File: config.mk
export PLATFORM = sky130hd
export DESIGN_NAME = fdma_axi_master
export DESIGN_NICKNAME = d
export VERILOG_FILES = /design/src/rtl/fdma_axi_pkg.sv /design/src/rtl/fdma_burst_calc.sv /design/src/rtl/fdma_axi_master.sv
export SDC_FILE = /design/constraint.sdc
export NUM_CORES = 1
export LEC_CHECK = 0
export CORE_AREA = 3 3 489 491
export DETAILED_ROUTE_END_ITERATION = 6
export DIE_AREA = 0 0 492 494
export PLACE_DENSITY_LB_ADDON = 0.3
export SYNTH_ARGS = -nofsm -noshare
export SYNTH_HDL_FRONTEND = slang
export SYNTH_SLANG_ARGS = --single-unit
File: constraint.sdc
create_clock -name I_ui_clk -period 3.8 [get_ports I_ui_clk]
set_input_delay 0.38 -clock I_ui_clk [delete_from_list [all_inputs] [get_ports I_ui_clk]]
set_output_delay 0.38 -clock I_ui_clk [all_outputs]
set_load 0.05 [all_outputs]
File: src/rtl/fdma_axi_pkg.sv
// Shared encodings for the FDMA-to-AXI master: engine FSM states and AXI burst/response codes.
package fdma_axi_pkg;

  localparam logic [1:0] BURST_INCR = 2'b01;
  localparam logic [1:0] RESP_OKAY  = 2'b00;

  typedef enum logic [1:0] {
    W_IDLE,
    W_ADDR,
    W_DATA,
    W_RESP
  } wstate_t;

  typedef enum logic [1:0] {
    R_IDLE,
    R_ADDR,
    R_DATA
  } rstate_t;

endpackage

File: src/rtl/fdma_burst_calc.sv
// Splits a transfer into bursts: length of the next burst, its AXI len field,
// and the address/remaining count that follow it.
module fdma_burst_calc #(
  parameter int AXI_DATA_WIDTH = 256,
  parameter int AXI_ADDR_WIDTH = 29,
  parameter int MAX_BURST      = 64
) (
  input  logic [AXI_ADDR_WIDTH-1:0] i_addr,
  input  logic [15:0]               i_remain,
  output logic [7:0]                o_axlen,
  output logic [AXI_ADDR_WIDTH-1:0] o_next_addr,
  output logic [15:0]               o_next_remain
);

  localparam int SIZE_LOG2 = $clog2(AXI_DATA_WIDTH / 8);

  logic [15:0] w_len;

  assign w_len         = (i_remain > 16'(MAX_BURST)) ? 16'(MAX_BURST) : i_remain;
  assign o_axlen       = 8'(w_len - 16'd1);
  // Address arithmetic wraps naturally at the address width.
  assign o_next_addr   = i_addr + (AXI_ADDR_WIDTH'(w_len) << SIZE_LOG2);
  assign o_next_remain = i_remain - w_len;

endmodule

File: src/rtl/fdma_axi_master.sv
// FDMA request port to AXI4 master bridge: independent write and read engines,
// each issuing INCR bursts of up to MAX_BURST beats, one burst outstanding at a time.
module fdma_axi_master
  import fdma_axi_pkg::*;
#(
  parameter int AXI_DATA_WIDTH = 256,
  parameter int AXI_ADDR_WIDTH = 29,
  parameter int MAX_BURST      = 64
) (
  input  logic                        I_ui_clk,
  input  logic                        I_ui_rst,
  input  logic [AXI_ADDR_WIDTH-1:0]   I_fdma_waddr,
  input  logic                        I_fdma_wareq,
  input  logic [15:0]                 I_fdma_wsize,
  output logic                        O_fdma_wbusy,
  output logic                        O_fdma_wvalid,
  input  logic [AXI_DATA_WIDTH-1:0]   I_fdma_wdata,
  input  logic [AXI_ADDR_WIDTH-1:0]   I_fdma_raddr,
  input  logic                        I_fdma_rareq,
  input  logic [15:0]                 I_fdma_rsize,
  output logic                        O_fdma_rbusy,
  output logic                        O_fdma_rvalid,
  output logic [AXI_DATA_WIDTH-1:0]   O_fdma_rdata,
  output logic                        O_fdma_werr,
  output logic                        O_fdma_rerr,
  output logic [AXI_ADDR_WIDTH-1:0]   O_m_axi_awaddr,
  output logic [7:0]                  O_m_axi_awlen,
  output logic [2:0]                  O_m_axi_awsize,
  output logic [1:0]                  O_m_axi_awburst,
  output logic                        O_m_axi_awvalid,
  input  logic                        I_m_axi_awready,
  output logic [AXI_DATA_WIDTH-1:0]   O_m_axi_wdata,
  output logic [AXI_DATA_WIDTH/8-1:0] O_m_axi_wstrb,
  output logic                        O_m_axi_wlast,
  output logic                        O_m_axi_wvalid,
  input  logic                        I_m_axi_wready,
  input  logic [1:0]                  I_m_axi_bresp,
  input  logic                        I_m_axi_bvalid,
  output logic                        O_m_axi_bready,
  output logic [AXI_ADDR_WIDTH-1:0]   O_m_axi_araddr,
  output logic [7:0]                  O_m_axi_arlen,
  output logic [2:0]                  O_m_axi_arsize,
  output logic [1:0]                  O_m_axi_arburst,
  output logic                        O_m_axi_arvalid,
  input  logic                        I_m_axi_arready,
  input  logic [AXI_DATA_WIDTH-1:0]   I_m_axi_rdata,
  input  logic [1:0]                  I_m_axi_rresp,
  input  logic                        I_m_axi_rlast,
  input  logic                        I_m_axi_rvalid,
  output logic                        O_m_axi_rready
);

  localparam logic [2:0] AXSIZE = 3'($clog2(AXI_DATA_WIDTH / 8));

  wstate_t                   r_wstate, w_wstate_nxt;
  logic [AXI_ADDR_WIDTH-1:0] r_waddr;
  logic [15:0]               r_wremain;
  logic [7:0]                r_wlen_m1, r_wbeat;
  logic [7:0]                w_wcalc_axlen;
  logic [AXI_ADDR_WIDTH-1:0] w_wcalc_addr;
  logic [15:0]               w_wcalc_remain;

  rstate_t                   r_rstate, w_rstate_nxt;
  logic [AXI_ADDR_WIDTH-1:0] r_raddr;
  logic [15:0]               r_rremain;
  logic [7:0]                w_rcalc_axlen;
  logic [AXI_ADDR_WIDTH-1:0] w_rcalc_addr;
  logic [15:0]               w_rcalc_remain;

  logic w_aw_hs, w_w_hs, w_ar_hs;

  fdma_burst_calc #(
    .AXI_DATA_WIDTH(AXI_DATA_WIDTH), .AXI_ADDR_WIDTH(AXI_ADDR_WIDTH), .MAX_BURST(MAX_BURST)
  ) u_wcalc (
    .i_addr(r_waddr), .i_remain(r_wremain), .o_axlen(w_wcalc_axlen),
    .o_next_addr(w_wcalc_addr), .o_next_remain(w_wcalc_remain)
  );

  fdma_burst_calc #(
    .AXI_DATA_WIDTH(AXI_DATA_WIDTH), .AXI_ADDR_WIDTH(AXI_ADDR_WIDTH), .MAX_BURST(MAX_BURST)
  ) u_rcalc (
    .i_addr(r_raddr), .i_remain(r_rremain), .o_axlen(w_rcalc_axlen),
    .o_next_addr(w_rcalc_addr), .o_next_remain(w_rcalc_remain)
  );

  assign w_aw_hs = O_m_axi_awvalid & I_m_axi_awready;
  assign w_w_hs  = O_m_axi_wvalid & I_m_axi_wready;
  assign w_ar_hs = O_m_axi_arvalid & I_m_axi_arready;

  // ---------------- write engine ----------------
  // NOTE: sequential state uses non-blocking assignments so every flop samples pre-edge values.
  always_ff @(posedge I_ui_clk or posedge I_ui_rst) begin
    if (I_ui_rst) r_wstate <= W_IDLE;
    else          r_wstate <= w_wstate_nxt;
  end

  // NOTE: the default assignment first keeps this block free of inferred latches.
  always_comb begin
    w_wstate_nxt = r_wstate;
    case (r_wstate)
      W_IDLE: if (I_fdma_wareq) w_wstate_nxt = W_ADDR;
      W_ADDR: if (r_wremain == 16'd0) w_wstate_nxt = W_IDLE;
              else if (w_aw_hs)       w_wstate_nxt = W_DATA;
      W_DATA: if (w_w_hs && O_m_axi_wlast) w_wstate_nxt = W_RESP;
      W_RESP: if (I_m_axi_bvalid) w_wstate_nxt = (r_wremain != 16'd0) ? W_ADDR : W_IDLE;
      default: w_wstate_nxt = W_IDLE;
    endcase
  end

  always_ff @(posedge I_ui_clk or posedge I_ui_rst) begin
    if (I_ui_rst) begin
      r_waddr   <= '0;
      r_wremain <= '0;
      r_wlen_m1 <= '0;
      r_wbeat   <= '0;
    end else if (r_wstate == W_IDLE && I_fdma_wareq) begin
      r_waddr   <= I_fdma_waddr;
      r_wremain <= I_fdma_wsize;
    end else if (r_wstate == W_ADDR && w_aw_hs) begin
      r_waddr   <= w_wcalc_addr;
      r_wremain <= w_wcalc_remain;
      r_wlen_m1 <= w_wcalc_axlen;
      r_wbeat   <= '0;
    end else if (w_w_hs) begin
      r_wbeat   <= r_wbeat + 8'd1;
    end
  end

  // Outputs are gated by state so they read all-zero in IDLE and during reset.
  always_comb begin
    O_m_axi_awvalid = 1'b0;
    O_m_axi_awaddr  = '0;
    O_m_axi_awlen   = '0;
    O_m_axi_awsize  = '0;
    O_m_axi_awburst = '0;
    O_m_axi_wvalid  = 1'b0;
    O_m_axi_wdata   = '0;
    O_m_axi_wstrb   = '0;
    O_m_axi_wlast   = 1'b0;
    O_m_axi_bready  = 1'b0;
    O_fdma_werr     = 1'b0;
    case (r_wstate)
      W_ADDR: if (r_wremain != 16'd0) begin
        O_m_axi_awvalid = 1'b1;
        O_m_axi_awaddr  = r_waddr;
        O_m_axi_awlen   = w_wcalc_axlen;
        O_m_axi_awsize  = AXSIZE;
        O_m_axi_awburst = BURST_INCR;
      end
      W_DATA: begin
        O_m_axi_wvalid = 1'b1;
        O_m_axi_wdata  = I_fdma_wdata;
        O_m_axi_wstrb  = '1;
        O_m_axi_wlast  = (r_wbeat == r_wlen_m1);
      end
      W_RESP: begin
        O_m_axi_bready = 1'b1;
        O_fdma_werr    = I_m_axi_bvalid & (I_m_axi_bresp != RESP_OKAY);
      end
      default: ;
    endcase
  end

  assign O_fdma_wbusy  = (r_wstate != W_IDLE);
  assign O_fdma_wvalid = w_w_hs;

  // ---------------- read engine ----------------
  always_ff @(posedge I_ui_clk or posedge I_ui_rst) begin
    if (I_ui_rst) r_rstate <= R_IDLE;
    else          r_rstate <= w_rstate_nxt;
  end

  always_comb begin
    w_rstate_nxt = r_rstate;
    case (r_rstate)
      R_IDLE: if (I_fdma_rareq) w_rstate_nxt = R_ADDR;
      R_ADDR: if (r_rremain == 16'd0) w_rstate_nxt = R_IDLE;
              else if (w_ar_hs)       w_rstate_nxt = R_DATA;
      R_DATA: if (I_m_axi_rvalid && I_m_axi_rlast)
                w_rstate_nxt = (r_rremain != 16'd0) ? R_ADDR : R_IDLE;
      default: w_rstate_nxt = R_IDLE;
    endcase
  end

  always_ff @(posedge I_ui_clk or posedge I_ui_rst) begin
    if (I_ui_rst) begin
      r_raddr   <= '0;
      r_rremain <= '0;
    end else if (r_rstate == R_IDLE && I_fdma_rareq) begin
      r_raddr   <= I_fdma_raddr;
      r_rremain <= I_fdma_rsize;
    end else if (r_rstate == R_ADDR && w_ar_hs) begin
      r_raddr   <= w_rcalc_addr;
      r_rremain <= w_rcalc_remain;
    end
  end

  always_comb begin
    O_m_axi_arvalid = 1'b0;
    O_m_axi_araddr  = '0;
    O_m_axi_arlen   = '0;
    O_m_axi_arsize  = '0;
    O_m_axi_arburst = '0;
    O_m_axi_rready  = 1'b0;
    O_fdma_rvalid   = 1'b0;
    O_fdma_rdata    = '0;
    O_fdma_rerr     = 1'b0;
    case (r_rstate)
      R_ADDR: if (r_rremain != 16'd0) begin
        O_m_axi_arvalid = 1'b1;
        O_m_axi_araddr  = r_raddr;
        O_m_axi_arlen   = w_rcalc_axlen;
        O_m_axi_arsize  = AXSIZE;
        O_m_axi_arburst = BURST_INCR;
      end
      R_DATA: begin
        O_m_axi_rready = 1'b1;
        O_fdma_rvalid  = I_m_axi_rvalid;
        O_fdma_rdata   = I_m_axi_rdata;
        O_fdma_rerr    = I_m_axi_rvalid & (I_m_axi_rresp != RESP_OKAY);
      end
      default: ;
    endcase
  end

  assign O_fdma_rbusy = (r_rstate != R_IDLE);

endmodule

==> impl_results.rst, run 1 <==
.. list-table::
   :header-rows: 1

   * - Metric
     - Value
   * - Post-route core utilization
     - 0.122
   * - Classification of the worst-slack hold path
     - in2async
   * - Type of destination of the critical path
     - flip-flop
   * - Final worst-path setup slack
     - -212 ps
   * - Data arrival time at the worst-slack endpoint
     - 4340 ps
   * - Sequential fraction of the synthesis area
     - 0.236
   * - Worst EP required
     - 4120 ps
   * - Via Count
     - 17200
   * - Detailed Place HPWL
     - 185000 um
   * - Final cycle utilization of the critical path
     - 1.06
   * - Final worst path period need
     - 4010 ps
   * - Power per cell area
     - 763 nW/um2
   * - Distinct cell type count of the synthesized netlist
     - 83
   * - Transition time at the pin with the least slew margin
     - 917 ps
   * - Most used DFF post-synth
     - sky130_fd_sc_hd__dfrtp_1
   * - Post-Syn Area
     - 11700 um2
   * - First drt pass iteration count
     - 5
   * - Max Cap Viol
     - 0
   * - Top achievable clock speed
     - 249 MHz
   * - CTS tree
     - done
   * - Max Fanout on Critical Path
     - 4
   * - First-pass GRT wire length
     - 236000 um
   * - Startpoint type of the worst setup path
     - flip-flop
   * - Static Leakage
     - 11.7 nW
   * - Most area-consuming cells after synthesis
     - sky130_fd_sc_hd__and2_1 31%, sky130_fd_sc_hd__dfrtp_1 24%, sky130_fd_sc_hd__nand2_1 4.7%
   * - Final Hold Vio Count
     - 0
   * - Post-DR vias/cell
     - 2.84
   * - Fraction of synthesis flops using an asynchronous set or reset pin
     - 1.00
   * - Final GP Congestion
     - 0.951
   * - Ports
     - 1256
   * - Clock tree skew after final layout
     - 26.4 ps
   * - CTS buffer count
     - 9
   * - Clk slew on worst S/H paths
     - 120 ps
   * - Nets
     - 3513
   * - Failing checks
     - setup timing
   * - Setup repair after global routing missed its margin
     - yes
   * - Average footprint of a synthesized cell
     - 7.41 um2
   * - Pin count of the biggest net entering global routing
     - 80
   * - # DRC
     - 0
   * - Setup violation total in the final timing report
     - 8
   * - Vertical die dimension
     - 494 um
   * - Cell type with the largest total area after synthesis
     - sky130_fd_sc_hd__and2_1
   * - Chip width
     - 492 um
   * - YS warnings
     - 0
   * - Number of antenna violations at the first check in global routing
     - 164
   * - ANT nets after route
     - 0
   * - All-layer global routing usage
     - 0.156
   * - Final-layout setup total negative slack
     - -1300 ps
   * - Placement row count
     - 178
   * - Commonest non-fill, non-tap cells in the layout
     - 775 x sky130_fd_sc_hd__clkdlybuf4s50_1, 572 x sky130_fd_sc_hd__and2_1, 564 x sky130_fd_sc_hd__buf_4
   * - Number of synthesized flops with an enable pin
     - 0
   * - Vias in the first global route
     - 16900
   * - Synthesis-to-finish area growth
     - 146%
   * - Initial core utilization
     - 0.0496
   * - Sum of routed wire length over all layers
     - 198000 um
   * - Top-area cell type share of the netlist area
     - 0.310
   * - Total die area
     - 243000 um2
   * - #FFs+latches synth
     - 110
   * - Ratio of cells with drive above 1 in the final layout
     - 0.253
   * - DRT iter0 DRCs
     - 893
   * - Maximum ir drop on the vdd rail
     - 0.423 mV
   * - Root Buffer Master
     - sky130_fd_sc_hd__clkbuf_16
   * - Number of instances in the synthesized netlist
     - 1576
   * - Buffer depth of the longest clock path
     - 2
   * - Core Area
     - 235000 um2
   * - Post-DR wirelength/cell
     - 32.8 um
   * - Number of input and output port buffers inserted
     - 1249
   * - Clk sink count
     - 110
   * - Source-to-sink clock delay at the later pin of the worst-skew pair
     - 440 ps
   * - Run status
     - finished with violations
   * - Crit Path Category
     - reg2reg
   * - Max transition margin
     - 0.388
   * - Max Transition Viols Final
     - 0
   * - CTS H-tree depth
     - 3
   * - Commonest non-fill, non-tap cell in the layout
     - sky130_fd_sc_hd__clkdlybuf4s50_1
   * - Total grt overflow
     - 0
worst paths after layout:
check	start	slack, ps	to	cells past startpoint
max	r_wremain[4]	-210	r_waddr[25]	16
min	I_ui_rst	390	r_waddr[1]	2
min reg2reg	r_waddr[1]	480	r_waddr[1]	2
min in group I_ui_clk	r_waddr[1]	480	r_waddr[1]	2
max reg2reg	r_wremain[4]	-210	r_waddr[25]	16
max in group asynchronous	I_ui_rst	2630	r_raddr[15]	3
per-stage QoR:
step	setup WS [ps]	hold slack, ps	std cells	power, mW	cell area [um2]
finish	-212	395	6051	21.9	28700
global route	-374	418	6024	23.0	28700
CTS	-292	387	6001	21.9	28300
detailed placement	-255	459	5959	20.5	27600
global placement	-204	454	5959	20.6	27600
floorplan	-43.0	437	1600	12.6	11800
synth_stat cells (3+ instances only):
library cell	count
sky130_fd_sc_hd__a211o_1	4
sky130_fd_sc_hd__a211oi_1	5
sky130_fd_sc_hd__a21o_1	11
sky130_fd_sc_hd__a21oi_1	61
sky130_fd_sc_hd__a221o_1	12
sky130_fd_sc_hd__a22oi_1	10
sky130_fd_sc_hd__a31oi_1	15
sky130_fd_sc_hd__and2_1	579
sky130_fd_sc_hd__and3_1	18
sky130_fd_sc_hd__buf_1	4
sky130_fd_sc_hd__buf_2	13
sky130_fd_sc_hd__buf_4	48
sky130_fd_sc_hd__buf_6	4
sky130_fd_sc_hd__clkbuf_1	79
sky130_fd_sc_hd__dfrtp_1	110
sky130_fd_sc_hd__ha_1	36
sky130_fd_sc_hd__inv_1	23
sky130_fd_sc_hd__nand2_1	146
sky130_fd_sc_hd__nand2b_1	5
sky130_fd_sc_hd__nand3_1	12
sky130_fd_sc_hd__nand3_2	3
sky130_fd_sc_hd__nand4_1	5
sky130_fd_sc_hd__nor2_1	86
sky130_fd_sc_hd__nor2b_1	6
sky130_fd_sc_hd__nor3_1	25
sky130_fd_sc_hd__nor3b_1	5
sky130_fd_sc_hd__nor4_1	10
sky130_fd_sc_hd__o211ai_1	9
sky130_fd_sc_hd__o21a_1	9
sky130_fd_sc_hd__o21ai_0	70
sky130_fd_sc_hd__o21ai_1	12
sky130_fd_sc_hd__o21bai_1	4
sky130_fd_sc_hd__o31a_1	3
sky130_fd_sc_hd__o31ai_1	3
sky130_fd_sc_hd__or2_2	4
sky130_fd_sc_hd__or3_1	9
sky130_fd_sc_hd__or4_1	5
sky130_fd_sc_hd__xnor2_1	26
sky130_fd_sc_hd__xor2_1	27
critical path, cell delays in order (launching register included):
cell,delay [ps]
sky130_fd_sc_hd__dfrtp_1,400
sky130_fd_sc_hd__or4_4,530
sky130_fd_sc_hd__or3_4,390
sky130_fd_sc_hd__a211oi_2,230
sky130_fd_sc_hd__buf_4,180
sky130_fd_sc_hd__and2_4,160
sky130_fd_sc_hd__ha_4,140
sky130_fd_sc_hd__inv_2,40
sky130_fd_sc_hd__fa_2,360
sky130_fd_sc_hd__nor2b_4,130
sky130_fd_sc_hd__o31a_1,190
sky130_fd_sc_hd__o41ai_2,80
sky130_fd_sc_hd__o211ai_1,290
sky130_fd_sc_hd__a41o_1,270
sky130_fd_sc_hd__nand2_2,90
sky130_fd_sc_hd__o211a_1,210
sky130_fd_sc_hd__a211o_1,220
cells by family (layout without fill, tap and decap cells):
| family | Yosys count | in the layout | share of synthesized area |
|---|---|---|---|
| flip-flops | 110 | 110 | 0.236 |
| AO/OA/AOI/OAI | 259 | 259 | 0.147 |
| other | 2 | 63 | 0.000643 |
| AND/OR/NAND/NOR | 938 | 938 | 0.457 |
| multiplexers | 1 | 1 | 0.000857 |
| XOR/XNOR | 53 | 53 | 0.0398 |
| buffers and inverters | 174 | 1438 | 0.0756 |
| adder cells (fa/ha/maj) | 39 | 39 | 0.0429 |
layout make-up:
cell class                 instances  area [um2]
tap                             3150        3940
fill                           27300      206000
clock inverter                     7         104
clock buffer                       9         225
multi-input combinational       1316        8570
inverter                          26         103
timing repair buffer            1396       12900
sequential                       110        2750
antenna                           37        92.6
report_power, final:
group | internal, mW | switching [mW]
logic | 5.81 | 12.6
registers | 1.70 | 0.645
clock network | 0.491 | 0.648
registers in the layout, summed over array words and instances (netlist names), named ones only:
signal	count
r_raddr	29
r_rremain	16
r_rstate	2
r_waddr	29
r_wbeat	8
r_wlen_m1	8
r_wremain	16
r_wstate	1
what timing repair did:
action,4_1_cts,5_1_grt
buffers inserted,26,16
endpoints found under the setup margin,49,39
hold buffers,0,0
gates cloned,0,0
resized for setup,54,54
pin swaps,27,36
metal layers:
metal / vias up / global-route usage / part of all wire
met5: - / 0 / 0.0039
met1: 8105 / 0.197 / 0.43
li1: 7748 / - / -
met3: 279 / 0.0961 / 0.13
met4: 116 / 0.0218 / 0.018
met2: 911 / 0.227 / 0.41
(Power assumes the default switching activity.)
==> inputs of run 2 (changes only) <==
--- a/config.mk
+++ b/config.mk
@@ -5,9 +5,10 @@
 export SDC_FILE = /design/constraint.sdc
 export NUM_CORES = 1
 export LEC_CHECK = 0
-export CORE_AREA = 3 3 489 491
+export CORE_AREA = 3 3 495 497
+export CTS_BUF_LIST = sky130_fd_sc_hd__clkbuf_2 sky130_fd_sc_hd__clkbuf_4 sky130_fd_sc_hd__clkbuf_8
 export DETAILED_ROUTE_END_ITERATION = 6
-export DIE_AREA = 0 0 492 494
+export DIE_AREA = 0 0 498 500
 export PLACE_DENSITY_LB_ADDON = 0.3
 export SYNTH_ARGS = -nofsm -noshare
 export SYNTH_HDL_FRONTEND = slang
==> impl_results.rst, run 2 (synthesis results as in run 1) <==
.. list-table::
   :header-rows: 1

   * - Metric
     - Value
   * - Data arrival time at the worst-slack endpoint
     - 4450 ps (+110 ps)
   * - DRT iter0 DRCs
     - 765 (-14%)
   * - Detailed Place HPWL
     - 171000 um (-7.6%)
   * - Clk sink count
     - 110 (unchanged)
   * - Commonest non-fill, non-tap cell in the layout
     - sky130_fd_sc_hd__clkdlybuf4s50_1
   * - Worst EP required
     - 4200 ps (+80 ps)
   * - Sum of routed wire length over all layers
     - 184000 um (-7.2%)
   * - Worst R2R Path Depth
     - 17 (+1)
   * - Via Count
     - 17000 (-1.0%)
   * - Final worst path period need
     - 4060 ps (+45.4 ps)
   * - # DRC
     - 0 (unchanged)
   * - Max Fanout on Critical Path
     - 5 (+1)
   * - R2r setup slk
     - -260 ps (-50 ps)
   * - Max Cap Viol
     - 0 (unchanged)
   * - Chip width
     - 498 um (+1.2%)
   * - Type of destination of the critical path
     - flip-flop
   * - Root Buffer Master
     - sky130_fd_sc_hd__clkbuf_8
   * - Ratio of cells with drive above 1 in the final layout
     - 0.190 (-0.0631)
   * - Run status
     - finished with violations
   * - Startpoint type of the worst setup path
     - flip-flop
   * - Total grt overflow
     - 0 (unchanged)
   * - Vertical die dimension
     - 500 um (+1.2%)
   * - Final cycle utilization of the critical path
     - 1.07 (+0.0120)
   * - Final Instance Count excl. Fillers
     - 6053 (+0.033%)
   * - Number of antenna violations at the first check in global routing
     - 139 (-15%)
   * - First drt pass iteration count
     - 5 (unchanged)
   * - Power per cell area
     - 749 nW/um2 (-1.9%)
   * - Final Hold Vio Count
     - 0 (unchanged)
   * - Synthesis-to-finish area growth
     - 144%
   * - ANT nets after route
     - 0 (unchanged)
   * - Nets
     - 3491 (-0.63%)
   * - Critical R2R Launch
     - r_wremain[4]
   * - Post-DR vias/cell
     - 2.81 (-1.1%)
   * - Setup violation total in the final timing report
     - 9 (+1)
   * - CTS Hold Buffers Added
     - 0 (unchanged)
   * - Max Transition Viols Final
     - 0 (unchanged)
   * - Maximum ir drop on the vdd rail
     - 0.402 mV (-5.0%)
   * - CTS buffer count
     - 9 (unchanged)
   * - CTS tree
     - done
   * - Fin Hold WS
     - 323 ps (-71.6 ps)
   * - All-layer global routing usage
     - 0.141 (-0.0149)
   * - Top achievable clock speed
     - 246 MHz (-1.1%)
   * - First-pass GRT wire length
     - 221000 um (-6.1%)
   * - Crit Path Category
     - reg2reg
   * - Placement row count
     - 180 (+1.1%)
   * - Failing checks
     - setup timing
   * - Endpoint of the worst register-to-register path
     - r_waddr[25]
   * - Post-DR wirelength/cell
     - 30.4 um (-7.3%)
   * - Clock tree skew after final layout
     - 24.8 ps (-1.62 ps)
   * - Total die area
     - 249000 um2 (+2.4%)
   * - Ports
     - 1256 (unchanged)
   * - Static Leakage
     - 11.0 nW (-5.7%)
   * - Max transition margin
     - 0.369 (-0.0190)
   * - Clk slew on worst S/H paths
     - 130 ps (about the same)
   * - Initial core utilization
     - 0.0485 (-0.00115)
   * - Transition time at the pin with the least slew margin
     - 946 ps (+28.5 ps)
   * - Final GP Congestion
     - 1.00 (+5.1%)
   * - Number of input and output port buffers inserted
     - 1249 (unchanged)
   * - Vias in the first global route
     - 17000 (+0.54%)
   * - CTS H-tree depth
     - 3 (unchanged)
   * - Commonest non-fill, non-tap cells in the layout
     - 935 x sky130_fd_sc_hd__clkdlybuf4s50_1, 573 x sky130_fd_sc_hd__and2_1, 412 x sky130_fd_sc_hd__buf_4
   * - Final worst-path setup slack
     - -258 ps (-45.4 ps)
   * - Setup repair after global routing missed its margin
     - yes
   * - Buffer depth of the longest clock path
     - 2 (unchanged)
   * - Largest regs
     - r_raddr (29), r_waddr (29)
   * - Instance count after placement with tap cells included
     - 5982 (+0.39%)
   * - Classification of the worst-slack hold path
     - in2async
   * - Pin count of the biggest net entering global routing
     - 111 (+39%)
   * - Source-to-sink clock delay at the later pin of the worst-skew pair
     - 510 ps (+70 ps)
   * - Core Area
     - 241000 um2 (+2.4%)
[run 2: cell types whose count changed in the layout (fill, tap and decap cells not counted), sizes merged]
| cell | previous run | this run |
|---|---|---|
| buf | 606 | 433 |
| clkdlybuf4s50 | 775 | 935 |
| clkinv | 3 | 1 |
| diode | 37 | 26 |
| dlymetal6s2s | 9 | 0 |
| inv | 30 | 32 |
[run 2: stage by stage]
step / total power, mW / TNS, ps / worst slack (ps) / util / instance area, um2
3_5_place_dp: 20.4 / -2760 / -348 / 0.115 / 27700
6_report: 21.3 / -1370 / -258 / 0.118 / 28500
5_1_grt: 22.5 / -4520 / -439 / 0.118 / 28500
2_1_floorplan: 12.6 / -43.0 / -43.0 / - / 11800
4_1_cts: 21.5 / -2060 / -279 / 0.117 / 28200
3_3_place_gp: 20.4 / -2330 / -320 / 0.115 / 27700
[run 2: area by class of cell]
| class | instances | area [um2] |
|---|---|---|
| Multi-Input combinational cell | 1316 | 8510 |
| Timing Repair Buffer | 1374 | 12900 |
| Clock inverter | 7 | 78.8 |
| Inverter | 26 | 110 |
| Antenna cell | 26 | 65.1 |
| Fill cell | 27900 | 212000 |
| Sequential cell | 110 | 2750 |
| Clock buffer | 9 | 124 |
| Tap cell | 3185 | 3990 |
[run 2: what timing repair did]
item / in CTS / in global routing
setup buffers: 21 / 10
pin swaps: 27 / 31
resized for setup: 45 / 40
endpoints found under the setup margin: 54 / 30
[run 2: power by group]
part	total, mW	internal, mW	switching, mW
Clock	0.849	0.267	0.583
Sequential	2.30	1.69	0.603
Combinational	18.2	5.72	12.5
Total	21.3	7.68	13.7
[run 2: critical path: stages, from the launching register on]
cell	delay (ps)
sky130_fd_sc_hd__dfrtp_1	400
sky130_fd_sc_hd__or4_4	530
sky130_fd_sc_hd__or3_4	400
sky130_fd_sc_hd__a211oi_4	240
sky130_fd_sc_hd__buf_6	160
sky130_fd_sc_hd__and2_4	160
sky130_fd_sc_hd__ha_4	140
sky130_fd_sc_hd__inv_2	40
sky130_fd_sc_hd__fa_2	360
sky130_fd_sc_hd__nor2b_4	140
sky130_fd_sc_hd__o31a_1	230
sky130_fd_sc_hd__o41ai_4	80
sky130_fd_sc_hd__o211ai_1	180
sky130_fd_sc_hd__buf_4	160
sky130_fd_sc_hd__a41o_1	230
sky130_fd_sc_hd__nand2_2	80
sky130_fd_sc_hd__o211a_1	210
sky130_fd_sc_hd__a211o_1	230
[run 2: worst max-delay path by stage]
stage | start | endpoint | slack [ps] | depth (start not counted)
floorplan | r_wremain[2] | r_waddr[25] | -40 | 16
global placement | r_wremain[4] | r_waddr[28] | -320 | 15
detailed placement | r_wremain[4] | r_waddr[28] | -350 | 15
CTS | r_wremain[4] | r_waddr[25] | -280 | 17
global route | r_wremain[4] | r_waddr[25] | -440 | 17
finish | r_wremain[4] | r_waddr[25] | -260 | 17
[run 2: routing by layer]
| metal | global-route usage | vias to the layer above | wire [um] |
|---|---|---|---|
| li1 | - | 7679 | - |
| met1 | 0.169 | 8116 | 76300 |
| met2 | 0.206 | 883 | 76300 |
| met3 | 0.0957 | 232 | 26500 |
| met4 | 0.0280 | 74 | 4450 |
| met5 | 0 | - | 478 |
==> inputs of run 3 (changes only) <==
--- a/config.mk
+++ b/config.mk
@@ -5,10 +5,10 @@
 export SDC_FILE = /design/constraint.sdc
 export NUM_CORES = 1
 export LEC_CHECK = 0
-export CORE_AREA = 3 3 495 497
+export CORE_AREA = 3 3 482 484
 export CTS_BUF_LIST = sky130_fd_sc_hd__clkbuf_2 sky130_fd_sc_hd__clkbuf_4 sky130_fd_sc_hd__clkbuf_8
 export DETAILED_ROUTE_END_ITERATION = 6
-export DIE_AREA = 0 0 498 500
+export DIE_AREA = 0 0 485 487
 export PLACE_DENSITY_LB_ADDON = 0.3
 export SYNTH_ARGS = -nofsm -noshare
 export SYNTH_HDL_FRONTEND = slang
==> constraint.sdc (replaced) <==
create_clock -name I_ui_clk -period 4.8 [get_ports I_ui_clk]
set_input_delay 0.96 -clock I_ui_clk [delete_from_list [all_inputs] [get_ports I_ui_clk]]
set_output_delay 0.96 -clock I_ui_clk [all_outputs]
set_load 0.05 [all_outputs]
==> impl_results.rst, run 3 (synthesis results as in run 1) <==
.. list-table::
   :header-rows: 1

   * - Metric
     - Value
   * - Ports
     - 1256 (unchanged)
   * - Core Area
     - 228000 um2 (-5.4%)
   * - Top achievable clock speed
     - 220 MHz
   * - Worst R2R Path Depth
     - 16 (-1)
   * - ANT nets after route
     - 0 (unchanged)
   * - Final worst path period need
     - 4540 ps
   * - DRT iter0 DRCs
     - 996 (+30%)
   * - Commonest non-fill, non-tap cell in the layout
     - sky130_fd_sc_hd__clkdlybuf4s50_1
   * - Vertical die dimension
     - 487 um (-2.6%)
   * - Max Cap Viol
     - 0 (unchanged)
   * - Critical R2R Launch
     - r_rremain[11]
   * - Total grt overflow
     - 0 (unchanged)
   * - Pin count of the biggest net entering global routing
     - 84 (-24%)
   * - Post-DR wirelength/cell
     - 31.9 um (+4.9%)
   * - Number of input and output port buffers inserted
     - 1249 (unchanged)
   * - R2r setup slk
     - 280 ps (+540 ps)
   * - Via Count
     - 16700 (-1.5%)
   * - Commonest non-fill, non-tap cells in the layout
     - 1072 x sky130_fd_sc_hd__clkdlybuf4s50_1, 578 x sky130_fd_sc_hd__and2_1, 208 x sky130_fd_sc_hd__buf_4
   * - Final Instance Count excl. Fillers
     - 5805 (-4.1%)
   * - CTS buffer count
     - 9 (unchanged)
   * - Nets
     - 3408 (-2.4%)
   * - Clock tree skew after final layout
     - 24.6 ps (-0.150 ps)
   * - Power per cell area
     - 611 nW/um2 (-18%)
   * - Synthesis-to-finish area growth
     - 136%
   * - Instance count after placement with tap cells included
     - 5752 (-3.8%)
   * - Setup violation total in the final timing report
     - 0 (-9)
   * - Classification of the worst-slack hold path
     - reg2reg
   * - Placement row count
     - 175 (-2.8%)
   * - Sum of routed wire length over all layers
     - 185000 um (+0.57%)
   * - Final cycle utilization of the critical path
     - 0.946
   * - Depth of the worst hold-timing path
     - 2
   * - Chip width
     - 485 um (-2.6%)
   * - Final Hold Vio Count
     - 0 (unchanged)
   * - CTS Hold Buffers Added
     - 0 (unchanged)
   * - Detailed Place HPWL
     - 171000 um (+0.26%)
   * - Max Fanout on Critical Path
     - 32 (+27)
   * - Number of antenna violations at the first check in global routing
     - 117 (-16%)
   * - Static Leakage
     - 10.3 nW (-6.7%)
   * - Max Transition Viols Final
     - 0 (unchanged)
   * - Hold path start
     - r_waddr[4]
   * - Run status
     - completed
   * - Buffer depth of the longest clock path
     - 2 (unchanged)
   * - Ratio of cells with drive above 1 in the final layout
     - 0.0997 (-0.0900)
   * - Endpoint of the worst register-to-register path
     - r_raddr[25]
   * - Transition time at the pin with the least slew margin
     - 1040 ps (+91.9 ps)
   * - Data arrival time at the worst-slack endpoint
     - 3580 ps (-870 ps)
   * - CTS tree
     - done
   * - Total die area
     - 236000 um2 (-5.1%)
   * - Post-DR vias/cell
     - 2.88 (+2.7%)
   * - # DRC
     - 0 (unchanged)
   * - Type of destination of the critical path
     - primary output
   * - Worst EP required
     - 3840 ps (-360 ps)
   * - CTS H-tree depth
     - 3 (unchanged)
   * - Max transition margin
     - 0.306 (-0.0634)
   * - Vias in the first global route
     - 16800 (-1.1%)
   * - Worst hold endpoint
     - r_waddr[4]
   * - Maximum ir drop on the vdd rail
     - 0.299 mV (-26%)
   * - Largest regs
     - r_raddr (29), r_waddr (29)
   * - Final GP Congestion
     - 1.13 (+13%)
   * - Setup repair after global routing missed its margin
     - no
   * - Clk sink count
     - 110 (unchanged)
   * - Clk slew on worst S/H paths
     - 120 ps (about the same)
   * - All-layer global routing usage
     - 0.150 (+0.00877)
   * - Startpoint type of the worst setup path
     - flip-flop
   * - Initial core utilization
     - 0.0513 (+0.00278)
   * - Crit Path Category
     - reg2out
   * - First drt pass iteration count
     - 5 (unchanged)
   * - Root Buffer Master
     - sky130_fd_sc_hd__clkbuf_8
   * - Source-to-sink clock delay at the later pin of the worst-skew pair
     - 500 ps (about the same)
   * - First-pass GRT wire length
     - 222000 um (+0.31%)
   * - Final-layout setup total negative slack
     - 0 ps (+1370 ps)
-- run 3: changes by cell type in the layout (fill, tap and decap cells not counted), moves of 6 or more --
cell	delta
sky130_fd_sc_hd__buf_6	-6
sky130_fd_sc_hd__buf_4	-204
sky130_fd_sc_hd__ha_4	-7
sky130_fd_sc_hd__diode_2	+11
sky130_fd_sc_hd__o21ai_0	+12
sky130_fd_sc_hd__clkdlybuf4s50_1	+137
sky130_fd_sc_hd__o21ai_1	-10
sky130_fd_sc_hd__ha_1	+8
sky130_fd_sc_hd__dlygate4sd2_1	-6
-- run 3: cell type report --
cell class	instances	area [um2]
timing repair buffer	1291	12500
sequential	110	2750
antenna	37	92.6
clock buffer	10	138
multi-input combinational	1316	8150
clock inverter	6	90.1
inverter	26	103
tap	3009	3760
fill	26400	200000
-- run 3: per-layer routing --
metal / GRT usage / wire, um
met1: 0.176 / 75000
met2: 0.207 / 73100
met3: 0.117 / 30800
met4: 0.0386 / 5450
met5: 0.0106 / 703
-- run 3: worst max-delay path by stage --
stage                   from                 to  slack [ps]  depth (start not counted)
2_1_floorplan   r_wremain[1]        r_waddr[25]         660                         17
3_3_place_gp    r_wremain[1]        r_waddr[28]         350                         14
3_5_place_dp    r_wremain[1]        r_waddr[28]         290                         14
4_1_cts        r_rremain[11]  O_m_axi_araddr[5]          70                          6
5_1_grt         r_rremain[1]        r_raddr[27]           5                         16
6_report       r_rremain[11]  O_m_axi_araddr[5]         260                          6
-- run 3: per-stage QoR --
step | instance area (um2) | setup WS (ps) | hold WS (ps) | total power, mW | util
detailed placement | 27300 | 292 | 458 | 16.2 | 0.120
global placement | 27300 | 348 | 454 | 16.2 | 0.120
global route | 27600 | 5.32 | 506 | 17.8 | 0.121
finish | 27600 | 262 | 482 | 16.9 | 0.121
floorplan | 11800 | 661 | 437 | 9.97 | -
CTS | 27500 | 74.9 | 491 | 17.0 | 0.121
-- run 3: critical path: stages (launching register included) --
cell,delay [ps]
sky130_fd_sc_hd__dfrtp_1,440
sky130_fd_sc_hd__or4_4,580
sky130_fd_sc_hd__or3_1,630
sky130_fd_sc_hd__o21ai_4,230
sky130_fd_sc_hd__inv_2,230
sky130_fd_sc_hd__and2_1,250
sky130_fd_sc_hd__clkdlybuf4s50_1,740
-- run 3: power breakdown --
part	internal, mW	total (mW)	switching, mW
Combinational	4.24	14.3	10.0
Sequential	1.34	1.89	0.546
Clock	0.310	0.731	0.421
-- run 3: repair_timing --
action | in CTS | in global routing
setup buffers | 0 | 0
resized for setup | 0 | 2
endpoints found under the setup margin | 0 | 3
